$ cat src/rtl/gpio_switch_led_ctrl_if.sv
// Switch/LED channel bundle between the board-facing controller and its user.
// The master drives raw switches and mode; the slave (the controller) returns the conditioned views.
interface gpio_switch_led_ctrl_if #(
  parameter int unsigned NCH = 4
);
  logic [NCH-1:0] gpio_switch;
  logic [1:0]     led_mode;
  logic [NCH-1:0] gpio_led;
  logic [NCH-1:0] sw_level;
  logic [NCH-1:0] sw_rise;
  logic [NCH-1:0] sw_fall;

  modport master (
    output gpio_switch,
    output led_mode,
    input  gpio_led,
    input  sw_level,
    input  sw_rise,
    input  sw_fall
  );

  modport slave (
    input  gpio_switch,
    input  led_mode,
    output gpio_led,
    output sw_level,
    output sw_rise,
    output sw_fall
  );
endinterface

$ cat src/rtl/gpio_switch_led_ctrl.sv
// N-channel switch conditioner: synchronise, debounce, edge-detect, and drive LEDs in one of
// four modes (mirror, toggle, blink, press counter).
module gpio_switch_led_ctrl #(
  parameter int unsigned NCH             = 4,
  parameter int unsigned SYNC_STAGES     = 2,
  parameter int unsigned DEBOUNCE_CYCLES = 1000,
  parameter int unsigned BLINK_DIV       = 25000000
) (
  input logic                   SYSTEMCLOCK,
  input logic                   PUSH_BUTTON_RESET_RAW,
  gpio_switch_led_ctrl_if.slave bus
);

  localparam int unsigned CntW = $clog2(DEBOUNCE_CYCLES) + 1;
  localparam int unsigned DivW = (BLINK_DIV > 1) ? $clog2(BLINK_DIV) : 1;
  localparam logic [CntW-1:0] CntMax = CntW'(DEBOUNCE_CYCLES - 1);
  localparam logic [DivW-1:0] DivMax = DivW'(BLINK_DIV - 1);

  logic [NCH-1:0]  r_sync [SYNC_STAGES];
  logic [NCH-1:0]  w_s;
  logic [CntW-1:0] r_cnt [NCH];
  logic [CntW-1:0] w_cnt_d [NCH];
  logic [NCH-1:0]  r_level, w_level_d;
  logic [NCH-1:0]  r_rise, w_rise_d;
  logic [NCH-1:0]  r_fall, w_fall_d;
  logic [NCH-1:0]  r_tog;
  logic [NCH-1:0]  r_pcnt;
  logic [NCH-1:0]  r_led, w_led_d;
  logic [DivW-1:0] r_div;
  logic            r_blink;

  assign w_s = r_sync[SYNC_STAGES-1];

  always_ff @(posedge SYSTEMCLOCK or negedge PUSH_BUTTON_RESET_RAW) begin
    if (!PUSH_BUTTON_RESET_RAW) begin
      for (int k = 0; k < SYNC_STAGES; k++) r_sync[k] <= '0;
    end else begin
      r_sync[0] <= bus.gpio_switch;
      for (int k = 1; k < SYNC_STAGES; k++) r_sync[k] <= r_sync[k-1];
    end
  end

  // A channel flips only after the synchronised input has disagreed for DEBOUNCE_CYCLES cycles.
  always_comb begin
    w_level_d = r_level;
    w_rise_d  = '0;
    w_fall_d  = '0;
    for (int i = 0; i < NCH; i++) begin
      w_cnt_d[i] = '0;
      if (w_s[i] != r_level[i]) begin
        if (r_cnt[i] == CntMax) begin
          w_level_d[i] = w_s[i];
          w_rise_d[i]  = w_s[i];
          w_fall_d[i]  = ~w_s[i];
        end else begin
          w_cnt_d[i] = r_cnt[i] + CntW'(1);
        end
      end
    end
  end

  always_ff @(posedge SYSTEMCLOCK or negedge PUSH_BUTTON_RESET_RAW) begin
    if (!PUSH_BUTTON_RESET_RAW) begin
      for (int i = 0; i < NCH; i++) r_cnt[i] <= '0;
      r_level <= '0;
      r_rise  <= '0;
      r_fall  <= '0;
    end else begin
      for (int i = 0; i < NCH; i++) r_cnt[i] <= w_cnt_d[i];
      r_level <= w_level_d;
      r_rise  <= w_rise_d;
      r_fall  <= w_fall_d;
    end
  end

  always_comb begin
    w_led_d = r_level;
    case (bus.led_mode)
      2'b01:   w_led_d = r_tog;
      2'b10:   w_led_d = r_level & {NCH{r_blink}};
      2'b11:   w_led_d = r_pcnt;
      default: w_led_d = r_level;
    endcase
  end

  // Press counter advances once per cycle with any rising edge, however many channels rose.
  always_ff @(posedge SYSTEMCLOCK or negedge PUSH_BUTTON_RESET_RAW) begin
    if (!PUSH_BUTTON_RESET_RAW) begin
      r_tog   <= '0;
      r_pcnt  <= '0;
      r_div   <= '0;
      r_blink <= 1'b0;
      r_led   <= '0;
    end else begin
      r_tog <= r_tog ^ r_rise;
      if (|r_rise) r_pcnt <= r_pcnt + NCH'(1);
      if (r_div == DivMax) begin
        r_div   <= '0;
        r_blink <= ~r_blink;
      end else begin
        r_div <= r_div + DivW'(1);
      end
      r_led <= w_led_d;
    end
  end

  assign bus.gpio_led = r_led;
  assign bus.sw_level = r_level;
  assign bus.sw_rise  = r_rise;
  assign bus.sw_fall  = r_fall;

endmodule
$ cat src/flat_wrapper.sv
// flat-port wrapper written by rule: the top's interface ports become plain ports
module gpio_switch_led_ctrl_flat 
#(
  parameter int unsigned NCH             = 4,
  parameter int unsigned SYNC_STAGES     = 2,
  parameter int unsigned DEBOUNCE_CYCLES = 1000,
  parameter int unsigned BLINK_DIV       = 25000000
)
  (SYSTEMCLOCK, PUSH_BUTTON_RESET_RAW, bus_gpio_switch, bus_led_mode, bus_gpio_led, bus_sw_level, bus_sw_rise, bus_sw_fall);
  gpio_switch_led_ctrl_if #(.NCH(NCH)) bus_i ();
  input logic SYSTEMCLOCK;
  input logic PUSH_BUTTON_RESET_RAW;
  input wire logic [$bits(bus_i.gpio_switch)-1:0] bus_gpio_switch;
  input wire logic [$bits(bus_i.led_mode)-1:0] bus_led_mode;
  output wire logic [$bits(bus_i.gpio_led)-1:0] bus_gpio_led;
  output wire logic [$bits(bus_i.sw_level)-1:0] bus_sw_level;
  output wire logic [$bits(bus_i.sw_rise)-1:0] bus_sw_rise;
  output wire logic [$bits(bus_i.sw_fall)-1:0] bus_sw_fall;
  assign bus_i.gpio_switch = bus_gpio_switch;
  assign bus_i.led_mode = bus_led_mode;
  assign bus_gpio_led = bus_i.gpio_led;
  assign bus_sw_level = bus_i.sw_level;
  assign bus_sw_rise = bus_i.sw_rise;
  assign bus_sw_fall = bus_i.sw_fall;
  gpio_switch_led_ctrl #(.NCH(NCH), .SYNC_STAGES(SYNC_STAGES), .DEBOUNCE_CYCLES(DEBOUNCE_CYCLES), .BLINK_DIV(BLINK_DIV)) u_core (.SYSTEMCLOCK(SYSTEMCLOCK), .PUSH_BUTTON_RESET_RAW(PUSH_BUTTON_RESET_RAW), .bus(bus_i));
endmodule
$ cat config.mk
export PLATFORM = sky130hd
export DESIGN_NAME = gpio_switch_led_ctrl_flat
export DESIGN_NICKNAME = d
export VERILOG_FILES = /design/src/rtl/gpio_switch_led_ctrl_if.sv /design/src/rtl/gpio_switch_led_ctrl.sv /design/src/flat_wrapper.sv
export SDC_FILE = /design/constraint.sdc
export NUM_CORES = 1
export LEC_CHECK = 0
export BUFFER_PORTS_ARGS = -buffer_cell sky130_fd_sc_hd__buf_2
export CAP_MARGIN = 20
export CORE_ASPECT_RATIO = 1.1
export CORE_MARGIN = 2
export CORE_UTILIZATION = 25
export DETAILED_ROUTE_END_ITERATION = 10
export GPL_ROUTABILITY_DRIVEN = 0
export PLACE_DENSITY = 0.4
export SETUP_SLACK_MARGIN = 0.3
export SLEW_MARGIN = 25
export SYNTH_ARGS = -nofsm -noshare
export SYNTH_HDL_FRONTEND = slang
export SYNTH_SLANG_ARGS = --single-unit
$ cat constraint.sdc
create_clock -name SYSTEMCLOCK -period 1.7 [get_ports SYSTEMCLOCK]
set_input_delay 0.34 -clock SYSTEMCLOCK [delete_from_list [all_inputs] [get_ports SYSTEMCLOCK]]
set_output_delay 0.34 -clock SYSTEMCLOCK [all_outputs]
set_load 0.05 [all_outputs]
# == Word level (Yosys, flattened, before mapping) ==
# Index checks and enable logic that the tools add are counted.
# word_totals
register_bits,102
input_bits,8
output_inout_bits,16
wordCells,73
# op_classes
add_sub_neg,6
n_eq_ne,12
mux,26
bitwise_logic,7
reduce_logical,5
# ops
operator,n
$mux W11,8
$add A11 B1 Y11 const B,4
$eq A11 B10 Y1 const B,4
$add A25 B1 Y25 const B,1
$eq A25 B25 Y1 const B,1
$mux W25,1
$mux W1,16
$pmux W4 S3,1
$reduce_and A2 Y1,4
$not A1 Y1,5
$add A4 B1 Y4 const B,1
$and A4 B4 Y4,1
$eq A2 B2 Y1 const B,2
$ne A1 B1 Y1,4
$reduce_or A4 Y1,1
$xor A4 B4 Y4,1
$eq A2 B1 Y1 const B,1

# == Longest topological paths before layout ==
# logic_depth
word_depth,3
ltp_mapped,6
mapped_depth_nobuf,5

# == Worst setup path before layout ==
# Ideal clock, no wire load.
# synth_timing
kind,register to register
startpoint,register u_core.r_div[6]
endpoint,register u_core.r_div[11]
setup_time_ps,123
arrival_time_ps,1552
required_ps,1577
path_slack_ps,25
path_stages_with_launch,6
path_buffers,1
synth_period_minus_slack_ps,1675
path_cell_list,dfrtp_1 -> nor4b_1 -> nand4_1 -> nor3_1 -> buf_2 -> nor2_1
# synth_via
elab_chain_len,2
word_cells_on_any_way,3
classes_between,add/sub (1); eq/ne (1); mux (1)
# synth_rtl
item,line,text
from (decl),gpio_switch_led_ctrl.sv:29,logic [DivW-1:0] r_div;
from (signal assigned),gpio_switch_led_ctrl.sv:101,r_div <= r_div + DivW'(1);
$add A25 B1 Y25 / $eq A25 B25 Y1 (equally long branches),"gpio_switch_led_ctrl.sv:101, gpio_switch_led_ctrl.sv:97",
$mux W25 (*),gpio_switch_led_ctrl.sv:97,if (r_div == DivMax) begin
# Every way passes the cells marked *; elsewhere a longest branch is shown, timed or not.
# A chain may end at the register's enable or synchronous reset.

# == Worst setup path in the final report ==
# layout_timing
startpoint,register u_core.r_cnt[34] in the netlist's numbering
endpoint,register u_core.r_level[0] (netlist: u_core.bus.sw_level[0])
# layout_via
elab_chain_len,2
# layout_rtl
item,line,text
from (decl),gpio_switch_led_ctrl.sv:21,logic [CntW-1:0] r_cnt [NCH];
$eq A11 B10 Y1,gpio_switch_led_ctrl.sv:51,if (r_cnt[i] == CntMax) begin
$reduce_and A2 Y1 (no line),--,
to (signal assigned),gpio_switch_led_ctrl.sv:70,r_level <= w_level_d;
to (decl),gpio_switch_led_ctrl.sv:23,"logic [NCH-1:0] r_level, w_level_d;"
# Every way passes these cells.

==> flow_metrics.tcl <==
set metrics [dict create \
    routedWlPerCell_um 13.41 \
    hold_start "bus_gpio_switch[2]" \
    finalSetupViolations 0 \
    drv_cap 0 \
    totalWireLength_mm 10.00 \
    drt_iter0_drc 194 \
    rsz0062_at_grt "yes" \
    drc_errors 0 \
    tightest_slew_ps 404.4 \
    slew_headroom_pct 73.04 \
    hold_violations 0 \
    drive_gt1_share_pct 38.39 \
    yosys.area.top_type "dfrtp_1" \
    cts-buffers-inserted 9 \
    netlist_top_cells_area "dfrtp_1 57%, xnor2_1 6.1%, xor2_1 6.1%" \
    ys_types 35 \
    antenna_found_initial 0 \
    design_area_um2 6210 \
    ys_warn_count 0 \
    syn-mean-instance-area_um2 11.19 \
    diodes 0 \
    post-dp-hpwl_mm 6.527 \
    worstPathArrival_ps 1790 \
    ir_drop_mv 0.4150 \
    ant_nets 0 \
    timing.rr.end "u_core.bus.sw_level[0]" \
    nets 517 \
    yosys.area.top_type_share_pct 56.90 \
    numPortBuffers 23 \
    status "finished clean" \
    worstSetupPathType "reg2reg" \
    crit_path_top_delay_cell "or4_4" \
    required_ps 1940 \
    critical_path.top_delay_family "simple AND/OR/NAND/NOR gates" \
    end_kind "flop" \
    first_pass_iters 4 \
    core_region_area_um2 17610 \
    r2r_slack_ps 160 \
    hp-class "in2reg" \
    synth_edf_count 0 \
    cp_cell_sequence "ha_2, nand4bb_1, or4_4, mux2_2" \
    grt_pass1_wl_mm 16.68 \
    die-area_um2 19030 \
    startpoint_type "flop" \
    die_height_um 144.5 \
    rows 51 \
    pre_cts_slack_ps 6.447 \
    die_w_um 131.7 \
    fin_cells 746 \
    period_needed_ps 1543 \
    track_usage_pct 11.08 \
    crit_path_max_incr_delay_ps 480 \
    vias 3291 \
    finalCritPeriodShare_pct 90.79 \
    cp_max_fo 5 \
    synth_cells 401 \
    grt_max_degree 34 \
    clk_latency_ps 350 \
    skew_ps 6.577 \
    leakagePower_uw 0.002750 \
    ys_seq_area_share_pct 56.90 \
    synth_area_um2 4486 \
    globalRoute.totalOverflow 0 \
    numClockSinks 102 \
    worstRegToRegCells 4 \
    htree_levels 3 \
    finalMaxSlewViolations 0 \
    hold_path_depth 1 \
    via_per_inst 4.412 \
    area_growth_pct 38.44 \
    synth_common_cells "102 x dfrtp_1, 49 x nor2_1, 35 x nand2_1, 31 x xnor2_1, 31 x xor2_1" \
    yosysMostFrequentCell "dfrtp_1" \
    timing.hold.ws_ps 91.26 \
    min_to "u_core.r_sync[6]" \
    fin_setup_tns_ps 0 \
    max_freq_mhz 647.9 \
    syn_nets 415 \
    cts-root-buf "clkbuf_16" \
    r2r-start "u_core.r_cnt[34]" \
    num_io_pins 24 \
    cts_tree "built" \
    path_buf_inv 0 \
    start_util_pct 25.47 \
    clk_path_buf_depth 2 \
    synth_flop_cell "dfrtp_1" \
    grt_pass1_vias 3403 \
    place_area_um2 5119 \
    placed_cells 674 \
    p_per_area_nw_per_um2 802.4 \
    ys_ff_latch 102 \
    timing.final.ws_setup_ps 156.5 \
    async_reset_ff_share_pct 100.0 \
    clk_pin_slew_worst_paths_ps 70 \
]
## cells in the final DEF (no fill, tap or decap), types with 5 or more instances in the layout
master and count:
dfrtp_1 88, buf_4 67, nor2_1 45, xor2_1 31, xnor2_1 31, nand2_1 29
nand4_1 20, buf_2 15, nand3_1 14, dfrtp_2 14, clkbuf_16 9, or4_4 7
nor3_1 7, and3_4 7, nor3b_2 7, mux2i_1 6, and4_1 6, buf_6 6
and4_4 5, a21oi_2 5, nand2_2 5
## where the power goes
| part | internal [uW] | leakage, uW | switching [uW] |
|---|---|---|---|
| Combinational | 92.8 | 0.00124 | 128 |
| Sequential | 2460 | 0.00136 | 35.5 |
| Clock | 1310 | 0.000155 | 959 |
| Total | 3860 | 0.00275 | 1120 |
## per-stage QoR
stage	total power (uW)	utilization, %
6_report	4983	35.26
5_1_grt	5194	35.26
4_1_cts	5022	33.06
3_5_place_dp	2717	29.06
3_3_place_gp	2719	29.06
2_1_floorplan	2612	-
## repair_timing
item | in CTS | in global routing
resized for setup | 43 | 49
endpoints found under the setup margin | 67 | 66
hold endpoints to repair | 25 | 0
gates cloned | 0 | 2
hold buffers | 1 | 0
buffers inserted | 33 | 20
pin swaps | 18 | 31
## state kept, by name, indices dropped and copies added, names as in the netlist
name,cells
u_core.bus.sw_rise,4
u_core.bus.sw_fall,4
u_core.r_sync,4
u_core.r_pcnt,4
u_core.bus.gpio_led,4
u_core.w_s,4
u_core.r_tog,4
u_core.r_blink,1
u_core.bus.sw_level,4
u_core.r_cnt,44
u_core.r_div,25
## worst max-delay path by stage
| stage | start | end | slack (ps) | cells past startpoint |
|---|---|---|---|---|
| floorplan | u_core.r_cnt[33] | u_core.bus.sw_level[0] | 140 | 5 |
| global placement | u_core.r_cnt[33] | u_core.r_cnt[36] | 40 | 5 |
| detailed placement | u_core.r_cnt[33] | u_core.r_cnt[43] | 6 | 5 |
| CTS | u_core.r_cnt[34] | u_core.bus.sw_level[0] | 170 | 4 |
| global route | u_core.r_div[1] | u_core.r_div[24] | 60 | 6 |
| finish | u_core.r_cnt[34] | u_core.bus.sw_level[0] | 160 | 4 |
## layer usage
| metal | GRT usage (%) | vias to the layer above | wire [um] |
|---|---|---|---|
| met3 | 2.313 | 14 | 245 |
| met1 | 13.89 | 1628 | 4662 |
| met5 | 0 | - | 0 |
| li1 | - | 1617 | - |
| met4 | 5.778 | 0 | 227 |
| met2 | 18.16 | 32 | 4867 |
## cells by family (layout without fill, tap and decap cells)
| kind of cell | after synthesis | in the layout | share of synthesized area [%] |
|---|---|---|---|
| AO/OA/AOI/OAI | 23 | 23 | 3.180 |
| XOR/XNOR | 62 | 62 | 12.11 |
| adder cells (fa/ha/maj) | 6 | 6 | 1.674 |
| buffers and inverters | 9 | 114 | 1.116 |
| flip-flops | 102 | 102 | 56.90 |
| multiplexers | 11 | 11 | 2.594 |
| AND/OR/NAND/NOR | 188 | 190 | 22.43 |
## final cells by class
type / count / area, um^2
clock buffers: 10 / 229.0
clock inverters: 6 / 92.59
fillers: 1793 / 11400
inverters: 3 / 11.26
multi-input cells: 292 / 2263
flip-flops and latches: 102 / 2570
well taps: 238 / 297.8
repair buffers: 95 / 745.7
(Power assumes the default switching activity.)
